===== config.mk =====
export PLATFORM = sky130hd
export DESIGN_NAME = nibble_serial_adder_ctrl
export DESIGN_NICKNAME = d
export VERILOG_FILES = /design/src/rtl/nibble_serial_adder_ctrl_pkg.sv /design/src/rtl/nibble_add_slice.sv /design/src/rtl/nibble_serial_adder_ctrl.sv
export SDC_FILE = /design/constraint.sdc
export NUM_CORES = 1
export LEC_CHECK = 0
export ABC_AREA = 0
export CORE_MARGIN = 1
export CORE_UTILIZATION = 30
export DETAILED_ROUTE_END_ITERATION = 7
export PLACE_DENSITY_LB_ADDON = 0.15
export SYNTH_ARGS = -nofsm -noshare
export SYNTH_HDL_FRONTEND = slang
export SYNTH_SLANG_ARGS = --single-unit

===== constraint.sdc =====
create_clock -name clk -period 3.2 [get_ports clk]
set_input_delay 0.64 -clock clk [delete_from_list [all_inputs] [get_ports clk]]
set_output_delay 0.64 -clock clk [all_outputs]
set_load 0.01 [all_outputs]

===== src/rtl/nibble_serial_adder_ctrl_pkg.sv =====
// rtl/nibble_serial_adder_ctrl_pkg.sv - shared state encodings and slice constants for the nibble-serial adder
package nibble_serial_adder_ctrl_pkg;

  localparam int ASQ_SLICE_W = 4;

  typedef enum logic [1:0] {
    ASQ_IDLE = 2'd0,
    ASQ_RUN  = 2'd1,
    ASQ_DONE = 2'd2
  } asq_state_e;

  // Slice index counter width; a single-slice build still needs one bit.
  function automatic int idx_width(input int nibbles);
    return (nibbles > 1) ? $clog2(nibbles) : 1;
  endfunction

endpackage


===== src/rtl/nibble_add_slice.sv =====
// rtl/nibble_add_slice.sv - combinational 4-bit a+b+cin slice shared by the serial sequencer
module nibble_add_slice
  import nibble_serial_adder_ctrl_pkg::*;
(
  input  logic [ASQ_SLICE_W-1:0] a,
  input  logic [ASQ_SLICE_W-1:0] b,
  input  logic                   cin,
  output logic [ASQ_SLICE_W-1:0] s,
  output logic                   cout
);

  assign {cout, s} = {1'b0, a} + {1'b0, b} + {{ASQ_SLICE_W{1'b0}}, cin};

endmodule


===== src/rtl/nibble_serial_adder_ctrl.sv =====
// rtl/nibble_serial_adder_ctrl.sv - nibble-serial add/sub sequencer, valid/ready both sides; ADDSEQ_SUBTRACT_EN adds op port
module nibble_serial_adder_ctrl
  import nibble_serial_adder_ctrl_pkg::*;
#(
  parameter int NIBBLES = 4
) (
  input  logic                       clk,
  input  logic                       rst,
  input  logic                       in_valid,
  output logic                       in_ready,
  input  logic [4*NIBBLES-1:0]       a,
  input  logic [4*NIBBLES-1:0]       b,
`ifdef ADDSEQ_SUBTRACT_EN
  input  logic                       op,
`endif
  output logic                       out_valid,
  input  logic                       out_ready,
  output logic [4*NIBBLES-1:0]       sum,
  output logic                       carry_out,
  output logic                       busy
);

  localparam int W  = 4 * NIBBLES;
  localparam int IW = idx_width(NIBBLES);

  asq_state_e state, state_d;

  logic [IW-1:0]          idx;
  logic                   carry;
  logic [W-1:0]           a_q;
  logic [W-1:0]           b_q;
  logic                   sub_q;
  logic                   last;

  logic [ASQ_SLICE_W-1:0] slice_a;
  logic [ASQ_SLICE_W-1:0] slice_b;
  logic [ASQ_SLICE_W-1:0] slice_s;
  logic                   slice_cout;
  logic [W-1:0]           sum_next;

  assign in_ready  = (state == ASQ_IDLE);
  assign out_valid = (state == ASQ_DONE);
  assign busy      = (state != ASQ_IDLE);
  assign last      = (idx == IW'(NIBBLES - 1));

`ifndef ADDSEQ_SUBTRACT_EN
  assign sub_q = 1'b0;
`endif

  // Route the current slice into the single shared adder and back into sum.
  always_comb begin
    slice_a  = '0;
    slice_b  = '0;
    sum_next = sum;
    for (int i = 0; i < NIBBLES; i++) begin
      if (idx == IW'(i)) begin
        slice_a = a_q[i*ASQ_SLICE_W +: ASQ_SLICE_W];
        slice_b = b_q[i*ASQ_SLICE_W +: ASQ_SLICE_W] ^ {ASQ_SLICE_W{sub_q}};
        sum_next[i*ASQ_SLICE_W +: ASQ_SLICE_W] = slice_s;
      end
    end
  end

  nibble_add_slice u_slice (
    .a    (slice_a),
    .b    (slice_b),
    .cin  (carry),
    .s    (slice_s),
    .cout (slice_cout)
  );

  always_comb begin
    state_d = state;
    case (state)
      ASQ_IDLE: if (in_valid)  state_d = ASQ_RUN;
      ASQ_RUN:  if (last)      state_d = ASQ_DONE;
      ASQ_DONE: if (out_ready) state_d = ASQ_IDLE;
      default:                 state_d = ASQ_IDLE;
    endcase
  end

  always_ff @(posedge clk) begin
    if (rst) begin
      state     <= ASQ_IDLE;
      idx       <= '0;
      carry     <= 1'b0;
      a_q       <= '0;
      b_q       <= '0;
      sum       <= '0;
      carry_out <= 1'b0;
`ifdef ADDSEQ_SUBTRACT_EN
      sub_q     <= 1'b0;
`endif
    end else begin
      state <= state_d;
      case (state)
        ASQ_IDLE: begin
          if (in_valid) begin
            a_q <= a;
            b_q <= b;
            idx <= '0;
            sum <= '0;
`ifdef ADDSEQ_SUBTRACT_EN
            sub_q <= op;
            carry <= op;
`else
            carry <= 1'b0;
`endif
          end
        end
        ASQ_RUN: begin
          sum   <= sum_next;
          carry <= slice_cout;
          idx   <= last ? '0 : idx + 1'b1;
          if (last) carry_out <= slice_cout;
        end
        default: ;
      endcase
    end
  end

endmodule


# Word level (Yosys, flattened, before mapping)
# Index checks and enable logic that the tools add are counted.
[op_classes] n_addsub=3 n_eq_ne=11 n_mux=23 n_reduce_logical=12
[ops] operator="$mux 4" count=12
[ops] operator="$pmux 16 s2" count=1
[ops] operator="$mux 16" count=1
[ops] operator="$reduce_and 3->1" count=5
[ops] operator="$mux 2" count=5
[ops] operator="$ne 2x2->1 const B" count=5
[ops] operator="$eq 2x2->1 const B" count=3
[ops] operator="$pmux 2 s3" count=1
[ops] operator="$reduce_and 2->1" count=3
[ops] operator="$add 4x4->5" count=1
[ops] operator="$add 5x1->5" count=1
[ops] operator="$eq 2x1->1 const B" count=2
[ops] operator="$logic_not 2->1" count=2
[ops] operator="$pmux 2 s2" count=1
[ops] operator="$reduce_bool 2->1" count=2
[ops] operator="$add 2x1->2 const B" count=1
[ops] operator="$ne 2x1->1 const B" count=1
[ops] operator="$pmux 1 s2" count=1
[ops] operator="$mux 1" count=1
[totals] regBits=54 output_inout_bits=20 elab_cells=59

# Depth between registers and ports, before layout
# Gate-level depths: netlist of run 1.
[depth] depth_word=9 depth_mapped=13 mapped_depth_nobuf=12

# Cells and area by module
# Synthesis of run 1 repeated with hierarchy kept, for this count alone.
[hier_totals] cells_unflattened=308 hier_area_um2=2504.9
[by_module_without_submodules] mod="nibble_serial_adder_ctrl" n_inst=1 cells_per_inst=292 area_per_inst_um2=2361.0 seq_area_each_um2=1081.0
[by_module_without_submodules] mod="nibble_add_slice" n_inst=1 cells_per_inst=16 area_per_inst_um2=143.9 seq_area_each_um2=0.0

# Worst setup path after synthesis of run 1
# OpenSTA, ideal clock, no wires.
[synth_path] path_type="flip-flop to flip-flop" from="reg idx[0]" to="reg sum[14]" setup_time_ps=65 arrival_time_ps=2547 setup_slack_ps=588 stages_incl_launch_ff=14 cell_sequence="dfxtp_1 inv_1 ha_1 clkbuf_1 buf_2 a221oi_1 nor3_1 a21oi_1 fa_1 fa_1 nor2b_1 nor3_2 mux2i_1 nor2_1"
[synth_between] elab_chain_len=9 word_cells_on_any_way=18
[synth_lines] element="start, declared" line="nibble_serial_adder_ctrl.sv:28" rtl="logic [IW-1:0] idx;"
[synth_lines] element="start signal, assigned" line="nibble_serial_adder_ctrl.sv:114" rtl="idx <= last ? '0 : idx + 1'b1;"
[synth_lines] element="$logic_not 2->1" line="nibble_serial_adder_ctrl.sv:56" rtl="if (idx == IW'(i)) begin"
[synth_lines] element="$mux 4 (4 in a row)" line="nibble_serial_adder_ctrl.sv:56"
[synth_lines] element="$add 4x4->5" line="nibble_add_slice.sv:12" rtl="assign {cout, s} = {1'b0, a} + {1'b0, b} + {{ASQ_SLICE_W{1'b0}}, cin};"
[synth_lines] element="$add 5x1->5" line="nibble_add_slice.sv:12"
[synth_lines] element="$mux 4" line="nibble_serial_adder_ctrl.sv:56"
[synth_lines] element="$pmux 16 s2" line="nibble_serial_adder_ctrl.sv:96" rtl="case (state)"
[synth_lines] element="end signal, assigned" line="nibble_serial_adder_ctrl.sv:112" rtl="sum <= sum_next;"
[synth_lines] element="end, declared" line="nibble_serial_adder_ctrl.sv:18" rtl="output logic [4*NIBBLES-1:0] sum,"
# Parallel ways exist; a longest one is shown, timed or not. The select of a mux whose other input is x is not followed.
# A chain may end at the register's enable or synchronous reset.

# Final worst setup path of run 1
[layout_path] from="reg idx[1]" to="reg sum[6]"
# Same word-level chain as after synthesis.

==> flow_summary.yaml, run 1 <==
synth:
  avgSynthCellArea_um2: 8.032
  netlist_area_um2: 2450
  synth_compound_area_share_pct: 18.90
  synth_top_family_by_area: "simple AND/OR/NAND/NOR gates"
  synthXorXnorAreaFrac_pct: 0.3575
  ys_seq_area_share_pct: 44.13
  yosysWarnings: 0
  yosysTopAreaCellShare_pct: 44.13
  synthTopCellsByArea: "dfxtp_1 (44%), nand2_1 (12%), a21oi_1 (10%)"
  syn_nets: 350
  synthCells: 305
  synth-simple-area-share_pct: 24.46
  synth.distinct_cells: 30
  yosys.area.top_type: "dfxtp_1"
  muxShareOfSynthArea_pct: 2.451
  ys_ff_latch: 54
  synth_fa_ha_area_share_pct: 5.209
cts:
  clk_path_buf_depth: 2
  clkSinkCount: 54
  cts_setup_buffers: 0
  cts_root_buf: "clkbuf_8"
  cts_tree: "built"
  cts_made_buffers: 5
  clock_latency_ns: 0.31
  clkTransAtPathRegs_ns: 0.10
  h-tree-depth: 2
cells_and_area:
  drive_above_1_share_pct: 5.983
  final_util_pct: 41.06
  diodes: 0
  final_nets: 395
  final_cells: 453
  synthToLayoutAreaGrowth_pct: 30.85
  final_area_um2: 3206
sta:
  setup_viol: 0
  slew_viol_final: 0
  skew_ns: 0.008892
  fin_crit_ns: 2.784
  tightest_slew_ns: 0.7467
  fin_ws_ns: 0.4155
  rsz0062_at_grt: "no"
  fin_crit_sh_pct: 87.02
  whs_ns: 0.4591
  finalHoldViolCount: 0
  finalSetupTns_ns: 0
  slew_headroom_pct: 50.22
  fmax_mhz: 359.1
grt:
  antenna_found_initial: 0
  first_global_vias: 2130
  overflow: 0
  grt_pass1_wl_mm: 10.23
  grt.total_usage_pct: 14.99
  grt_max_degree: 43
floorplanning:
  rows: 32
  die_h_um: 92.37
  core_um2: 7807
  die_area_um2: 8531
  io_pins: 56
  die_width_um: 92.37
  start_util_pct: 31.38
detailed_routing:
  drc: 0
  drt-total-wl_mm: 5.998
  routedWlPerCell_um: 13.24
  avgViaCountPerCell: 4.799
  vias: 2174
  drtPass1Iterations: 4
  drt-initial-drc-count: 89
  ant_nets: 0
worst_setup_path:
  crit_family: "adder cells"
  critPathLaunchType: "flop"
  critical-path-max-stage-delay_ns: 0.45
  cp.arrival_ns: 3.03
  cp_max_fo: 18
  cp_cell_sequence: "inv_1 -> ha_2 -> nor2b_1 -> a221oi_1 -> nor3_1 -> a21oi_1 -> fa_1 -> fa_1 -> nor2b_1 -> nor3_2 -> mux2i_1 -> nor2_1"
  critPathCaptureType: "flop"
  required_ns: 3.45
  critPathBufInv: 1
  path_class: "flop to flop"
  cp_slowest_cell: "fa_1"
placement:
  dp_hpwl_mm: 4.303
  place.gp.congestion: 0.7722
  numPortBuffers: 55
  placed_cells: 445
  place_area_um2: 3058
  place_worst_setup_slack_ns: 0.2519
worst_hold_path:
  min_path_type: "flop to flop"
power:
  power.leakage_nw: 1.179
  total_power_mw: 1.538
  vdd_drop_max_mv: 0.2261
  p_per_area_nw_per_um2: 479.9
run_status:
  status: "finished, final reports clean"
run:
  maxCapViolations: 0
## cells in the final DEF, fill, tap and decap left out, drive strengths merged, types with 3 or more instances in the layout
cell type      netlist  final
a21o                 3      3
a21oi               53     53
a221oi               4      4
a2bb2oi              6      6
buf                 11      5
clkbuf              10      6
clkdlybuf4s50        0     54
dfxtp               54     54
ha                   7      7
inv                  4      4
mux2i                6      6
nand2               81     81
nand2b               5      5
nand3b               7      7
nor2                16     16
nor2b               12     12
nor3                 8      8
o21ai                6      6
## metal layers
metal	vias up	wire length, um	global-route usage (%)
met3	6	322	3.120
met1	995	2861	19.80
met2	55	2762	25.12
met4	0	51	3.125
li1	1118	-	-
met5	-	0	0
## synth_stat cells
cell type and number:
a21o_1 3, a21oi_1 50, a21oi_2 3, a221oi_1 4, a2bb2oi_1 6, a31oi_1 1
buf_2 10, buf_4 1, clkbuf_1 10, dfxtp_1 54, fa_1 2, ha_1 7
inv_1 4, mux2i_1 6, nand2_1 80, nand2_2 1, nand2b_1 5, nand3_1 2
nand3b_1 7, nor2_1 16, nor2b_1 12, nor3_1 7, nor3_2 1, nor3b_4 1
o21a_1 1, o21ai_0 6, o31ai_1 2, o32ai_1 1, o41ai_1 1, xnor2_1 1
## what timing repair did
action | in CTS | in global routing
hold buffers | 0 | 0
endpoints found under the hold margin | 0 | 0
resized for setup | 0 | 2
endpoints found under the setup margin | 0 | 5
## power by group
part | switching, mW | internal [mW]
Clock | 0.228 | 0.334
Combinational | 0.130 | 0.121
Sequential | 0.0212 | 0.704
Total | 0.379 | 1.16
## sequential cells by signal (all words and copies together) (netlist names)
register and count:
state 2, b_q 16, idx 2, carry 1, sum 16, carry_out 1
a_q 16
## worst paths after layout
| path | from | endpoint | slack, ns | depth (start not counted) |
|---|---|---|---|---|
| max | idx[1] | sum[6] | 0.42 | 12 |
| min | b_q[15] | b_q[15] | 0.46 | 2 |
| max reg2reg | idx[1] | sum[6] | 0.42 | 12 |
| min reg2reg | b_q[15] | b_q[15] | 0.46 | 2 |
## logic make-up after synthesis
logic type,count (synthesis)
XOR/XNOR,1
adder cells (fa/ha/maj),9
flip-flops,54
AO/OA/AOI/OAI,78
multiplexers,6
buffers and inverters,25
AND/OR/NAND/NOR,132
## area by class of cell
class | instances | area [um2]
Clock buffer | 6 | 82.58
Clock inverter | 2 | 60.06
Fill cell | 825 | 4602
Inverter | 4 | 15.01
Multi-Input combinational cell | 226 | 1264
Sequential cell | 54 | 1081
Tap cell | 102 | 127.6
Timing Repair Buffer | 59 | 575.6
## worst min-delay path, delay by kind of cell, from the launching register on
kind | cells | cell delay (ns)
AOI/OAI and AO/OA | 1 | 0.05
DFF | 1 | 0.32
and+or+nand+nor | 1 | 0.05
Power figures use the tool's default switching activity.
==> inputs of run 2 (changes only) <==
Settings changed: SLEW_MARGIN from default to 40.
==> results of run 2 <==
Final layout, timing and power as in run 1 (identical DEF).
